[src/rtl/gpio_in_conditioner_pkg.sv]
// Shared constants for the gpio_in front-end: default widths, word layout and
// the two states of the per-bit debouncer.
package gpio_pkg;

    localparam int GPIO_W        = 32;
    localparam int SW_W_DEF      = 18;
    localparam int KEY_W_DEF     = 4;
    localparam int DB_CYCLES_DEF = 50000;
    localparam int DB_CYCLES_MAX = (1 << 20) - 1;

    // Field offsets inside gpio_in; key and event fields follow the switches.
    localparam int SW_LSB = 0;

    function automatic int key_lsb(input int sw_w);
        return SW_LSB + sw_w;
    endfunction

    function automatic int evt_lsb(input int sw_w, input int key_w);
        return SW_LSB + sw_w + key_w;
    endfunction

    typedef enum logic {
        DB_STABLE   = 1'b0,
        DB_COUNTING = 1'b1
    } db_state_e;

endpackage

[src/rtl/gpio_in_conditioner_debounce_bit.sv]
// One input bit: 2-flop synchroniser followed by a stability-counter debouncer.
// o_rise is high for the cycle in which the accepted level is about to go 0->1.
module debounce_bit
    import gpio_pkg::*;
#(
    parameter int DB_CYCLES = DB_CYCLES_DEF
) (
    input  logic clk,
    input  logic rst,
    input  logic i_raw,
    output logic o_stable,
    output logic o_rise
);

    localparam int CNT_W = $clog2(DB_CYCLES);
    localparam logic [CNT_W-1:0] CNT_LAST = CNT_W'(DB_CYCLES - 1);

    logic             r_sync1;
    logic             r_sync2;
    logic             r_stable;
    logic [CNT_W-1:0] r_cnt;

    db_state_e        w_state;
    logic             w_stable_nxt;
    logic [CNT_W-1:0] w_cnt_nxt;

    always_ff @(posedge clk or negedge rst) begin
        if (!rst) begin
            r_sync1 <= 1'b0;
            r_sync2 <= 1'b0;
        end else begin
            r_sync1 <= i_raw;
            r_sync2 <= r_sync1;
        end
    end

    always_ff @(posedge clk or negedge rst) begin
        if (!rst) begin
            r_stable <= 1'b0;
            r_cnt    <= '0;
        end else begin
            r_stable <= w_stable_nxt;
            r_cnt    <= w_cnt_nxt;
        end
    end

    // Any cycle where the synchronised level matches the accepted one resets the count.
    always_comb begin
        w_state      = (r_sync2 != r_stable) ? DB_COUNTING : DB_STABLE;
        w_stable_nxt = r_stable;
        w_cnt_nxt    = '0;
        o_rise       = 1'b0;
        case (w_state)
            DB_STABLE: begin
                w_cnt_nxt = '0;
            end
            DB_COUNTING: begin
                if (r_cnt == CNT_LAST) begin
                    w_stable_nxt = r_sync2;
                    o_rise       = r_sync2;
                end else begin
                    w_cnt_nxt = r_cnt + 1'b1;
                end
            end
        endcase
    end

    assign o_stable = r_stable;

endmodule

[src/rtl/gpio_in_conditioner.sv]
// Conditions board switches and push-buttons into the CPU's gpio_in word:
// synchronised, debounced levels plus sticky key-press event flags.
module gpio_in_conditioner
    import gpio_pkg::*;
#(
    parameter int SW_W      = SW_W_DEF,
    parameter int KEY_W     = KEY_W_DEF,
    parameter int DB_CYCLES = DB_CYCLES_DEF
) (
    input  logic              clk,
    input  logic              rst,
    input  logic [SW_W-1:0]   sw_raw,
    input  logic [KEY_W-1:0]  key_n_raw,
    input  logic [KEY_W-1:0]  evt_clr,
    output logic [GPIO_W-1:0] gpio_in,
    output logic              evt_pending
);

    localparam int N_BITS   = SW_W + KEY_W;
    localparam int KEY_LSB_L = key_lsb(SW_W);
    localparam int EVT_LSB_L = evt_lsb(SW_W, KEY_W);

    if ((SW_W + 2 * KEY_W > GPIO_W) || (DB_CYCLES < 2) || (DB_CYCLES > DB_CYCLES_MAX)) begin : g_bad_cfg
        $fatal(1, "gpio_in_conditioner: illegal SW_W/KEY_W/DB_CYCLES combination");
    end

    logic [N_BITS-1:0] w_raw;
    logic [N_BITS-1:0] w_stable;
    logic [N_BITS-1:0] w_rise;
    logic [KEY_W-1:0]  r_evt;
    logic              w_unused_sw_rise;

    // Keys are inverted before synchronising so every internal bit is 1 = active.
    assign w_raw = {~key_n_raw, sw_raw};

    for (genvar gi = 0; gi < N_BITS; gi++) begin : g_db
        debounce_bit #(
            .DB_CYCLES(DB_CYCLES)
        ) u_db (
            .clk     (clk),
            .rst     (rst),
            .i_raw   (w_raw[gi]),
            .o_stable(w_stable[gi]),
            .o_rise  (w_rise[gi])
        );
    end

    assign w_unused_sw_rise = ^w_rise[SW_W-1:0];

    // A press on the same edge as its clear keeps the flag set.
    always_ff @(posedge clk or negedge rst) begin
        if (!rst) begin
            r_evt <= '0;
        end else begin
            r_evt <= (r_evt & ~evt_clr) | w_rise[N_BITS-1:SW_W];
        end
    end

    always_comb begin
        gpio_in                       = '0;
        gpio_in[SW_LSB +: SW_W]       = w_stable[SW_W-1:0];
        gpio_in[KEY_LSB_L +: KEY_W]   = w_stable[N_BITS-1:SW_W];
        gpio_in[EVT_LSB_L +: KEY_W]   = r_evt;
    end

    assign evt_pending = |r_evt;

endmodule

[config.mk]
export PLATFORM = sky130hd
export DESIGN_NAME = gpio_in_conditioner
export DESIGN_NICKNAME = d
export VERILOG_FILES = /design/src/rtl/gpio_in_conditioner_pkg.sv /design/src/rtl/gpio_in_conditioner_debounce_bit.sv /design/src/rtl/gpio_in_conditioner.sv
export SDC_FILE = /design/constraint.sdc
export NUM_CORES = 1
export LEC_CHECK = 0
export CORE_ASPECT_RATIO = 0.8
export CORE_MARGIN = 3
export CORE_UTILIZATION = 40
export DETAILED_ROUTE_END_ITERATION = 8
export PLACE_DENSITY_LB_ADDON = 0.3
export SLEW_MARGIN = 10
export SYNTH_ARGS = -nofsm -noshare
export SYNTH_HDL_FRONTEND = slang
export SYNTH_SLANG_ARGS = --single-unit
[constraint.sdc]
create_clock -name clk -period 4.2 [get_ports clk]
set_clock_uncertainty 0.05 [all_clocks]
set_input_delay 1.26 -clock clk [delete_from_list [all_inputs] [get_ports clk]]
set_output_delay 1.26 -clock clk [all_outputs]
set_load 0.03 [all_outputs]
==> results.txt <==
In this run the static leakage power is between 8 and 9 nW. The number of fill cells in the layout came out at 4,484. The total via count after detailed routing is 13,385. Yosys instantiated no cell more often than dfrtp_1. The setup fix buffers added after clock tree synthesis is 0.

The maximum vdd ir drop is around 0.00025 V. The die is between 200 and 300 um wide. Global routing used about 14% of the available tracks across all layers.

The final antenna-violating net count came out at 0. Synthesis instantiated 46 different standard cells from the library. The number of violations reported at the end of detailed-routing iteration 0 came out at between 700 and 800. Walking the worst path, the cells encountered are clkdlybuf4s50_1. By area the synthesized netlist is led by dfrtp_1, xnor2_1, nor2_1. The count of cells along the worst register-to-register path came out at 4. The floorplan core area is between 40,000 and 50,000 um2.

The die height is slightly above 200 um. The worst-skew pair later-pin latency came out at between 500 and 600 ps. Counting instances in the post-synthesis netlist gives the leading cell types as dfrtp_1, nor2_1, xnor2_1, nand3_1. The type of the tightest min-delay check is flop to flop. The clock sink total came out at around 420. Among all flip-flop cells after synthesis, the most frequent one is dfrtp_1. The deepest clock path buffer count came out at 3.

The async set or reset register ratio after synthesis is 100%. The number of enable-type register cells in the synthesized netlist is 0. Measured on the finished design, the core utilization comes to between 40% and 50%. The total of warnings raised by yosys came out at 0. Final hold analysis gives a worst-case slack of 295 ps.

The cell at the slowest stage of the critical path is clkdlybuf4s50_1. The net total in the final layout is 2,035. The category of cells accounting for the largest share of critical-path delay is buffers and inverters.

The number of levels the H-tree was split into is 2. The wire length per cell is 13.5 um. The number of antenna violations at the first check in global routing is 1.

In this run, synthesis produced a sequential element count of 422. The number of cells upsized or downsized after cts came out at 0. The final setup slack of the worst path is about 1100 ps.

In this run the number of cells on the critical path is 1. The sequential fraction of the synthesis area is between 50% and 60%. The worst setup path is captured at an output pin. The CTS buffer count is 44. The number of global-route vias before repair is about 13,000. The number of max-cap violations is 0. The synthesis-to-finish area growth came out at 12.9%. In the final layout, the share of cells above drive strength 1 is between 6 and 7%. Setup repair after global routing left no endpoint under its margin. The largest net degree at the start of global routing came out at roughly 100. The largest single stage delay on the critical path is 860 ps. Data arrives at the worst endpoint at between 1500 and 2000 ps. After detailed routing, the total wire length is about 36 mm. The type of element launching the critical path is a flop. Power spread over the standard cell area amounts to about 370 nW/um2. The transition time at the pin with the least slew margin came out at between 800 and 900 ps. The final routed DRC violation total came out at 0.

The post-synthesis cell count came out at around 1,900. The worst path required time came out at between 2000 and 3000 ps. The effective utilization at floorplan came out at roughly two fifths. The root buffer selected by CTS is clkbuf_16.

Averaged over all synthesized cells, the footprint is around 10 um2. Port buffering added 54 buffers. The setup TNS came out at 0 ps.

Before antenna repair, the detailed router went through 5 iterations. The total of endpoints with negative setup slack in the final report came out at 0. The per-cell via count in the routed design is slightly above 5.

The number of placement rows is 72. The placed wire-length estimate came out at between 20 and 25 mm. The congestion estimate from routability-driven global placement came to approximately 0.83.

The wire length of the first global-routing pass is 62.2 mm. The count of hold buffers inserted by post-cts repair came out at 0. After clock tree synthesis, the clock-pin slew on the worst setup and hold paths is around 60 ps. The area fraction of the dominant cell type after synthesis came out at between 50 and 60%. The maximum fanout along the worst path is 4.

The setup slack on the worst flop-to-flop path came out at about 2100 ps. For this run the aggregate overflow at the end of global routing stands at 0. The run finished with clean final reports.

For this run, the top clock speed supported by timing is roughly 0.32 GHz. The biggest area contributor in the post-synthesis netlist is dfrtp_1. The smallest clock period supported by the final layout is computed as approximately 3100 ps. The final hold violation count was 0.

The final count of pins violating max slew came out at 0. In this run the critical register-to-register path is captured at g_db[11].u_db.r_cnt[10]$_DFF_PN0_. The number of antenna repair diodes is 0. TritonCTS built the clock tree. In the finished design, the share of the clock period the worst path needs comes to roughly three quarters.

The startpoint identified for the worst register-to-register timing path is g_db[11].u_db.r_cnt[0]$_DFF_PN0_. The floorplan step defined a die boundary enclosing ~52,000 um2. 61 I/O pins were placed.

Together, buffers and inverters on the worst path number 1. The critical path in this run is classified as flop to output pin. The post-synthesis cell area is 19,700 um2.

Before CTS, the worst setup slack after placement is about 1600 ps. The termination of the worst setup path is gpio_in[21]. The remaining max-slew budget at the tightest pin came out at about two fifths.

Total power for the finished layout comes to just over 8 mW. In this run the worst setup path begins at g_db[21].u_db.o_stable$_DFFE_PN0P_.
[report_power, final]
part	total [mW]	internal [mW]	switching [mW]	leakage (nW)
sequential	4.21	4.14	0.0665	5.74
clock	3.79	2.23	1.56	0.703
combinational	0.280	0.0940	0.186	2.44
[how the worst min path moves through the flow]
stage	from	end	slack, ps	depth (start not counted)
3_3_place_gp	g_db[18].u_db.r_sync1$_DFF_PN0_	g_db[18].u_db.r_sync2$_DFF_PN0_	280	0
2_1_floorplan	g_db[0].u_db.r_sync1$_DFF_PN0_	g_db[0].u_db.r_sync2$_DFF_PN0_	280	0
5_1_grt	g_db[12].u_db.r_sync1$_DFF_PN0_	g_db[12].u_db.r_sync2$_DFF_PN0_	300	0
3_5_place_dp	g_db[12].u_db.r_sync1$_DFF_PN0_	g_db[12].u_db.r_sync2$_DFF_PN0_	290	0
6_report	g_db[11].u_db.r_sync1$_DFF_PN0_	g_db[11].u_db.r_sync2$_DFF_PN0_	290	0
4_1_cts	g_db[11].u_db.r_sync1$_DFF_PN0_	g_db[11].u_db.r_sync2$_DFF_PN0_	300	0
[sequential cells by signal, indices dropped and copies added (netlist names)]
name and flops:
r_evt 4, g_db.u_db.r_sync1 22, g_db.u_db.r_sync2 22, g_db.u_db.o_stable 22
g_db.u_db.r_cnt 352
[metrics by stage]
stage / std cells / cell area [um2]
2_1_floorplan: 1929 / 19800
3_3_place_gp: 2568 / 20900
3_5_place_dp: 2568 / 20900
4_1_cts: 2643 / 22300
5_1_grt: 2643 / 22300
6_report: 2643 / 22300
[layout make-up]
class	instances	area, um2	share of cell area [%]
inverters	73	274	1.23
repair buffers	66	673	3.02
well taps	629	787	3.53
clock buffers	61	1270	5.72
flip-flops and latches	422	10600	47.4
multi-input cells	1378	8580	38.5
clock inverters	14	138	0.618
[metal layers]
metal	global-route usage, %	up-vias	part of all wire [%]
met5	0	-	0.031
met1	19.8	6438	49
met3	2.75	61	4.0
met2	21.6	180	44
li1	-	6704	-
met4	4.85	2	2.3
[layout by cell type (no fill, tap or decap), drive strengths merged, types with 5 or more instances in the layout]
cell / instances
ha: 22
nor2: 385
xor2: 64
mux2: 20
and3: 34
or3: 10
nor3: 74
a21oi: 14
clkdlybuf4s50: 53
nand4: 97
clkbuf: 61
inv: 74
o31ai: 10
nor4b: 12
o41ai: 7
buf: 13
or4: 12
nand2: 98
conb: 6
xnor2: 252
nand3: 117
nor4: 91
nor4bb: 25
clkinv: 10
dfrtp: 422
o21ai: 5
or2: 5
[logic make-up after synthesis]
| family | after synthesis | synth area share [%] |
|---|---|---|
| and+or+nand+nor | 973 | 24.7 |
| DFF | 422 | 53.5 |
| xor gates and xnor gates | 316 | 14.0 |
| buffers and inverters | 129 | 3.11 |
| AOI/OAI and AO/OA | 41 | 2.02 |
| adders and majority gates | 22 | 1.39 |
| muxes | 20 | 1.18 |
| other | 1 | 0.0190 |
No activity file was read; power rests on OpenSTA's default activity.
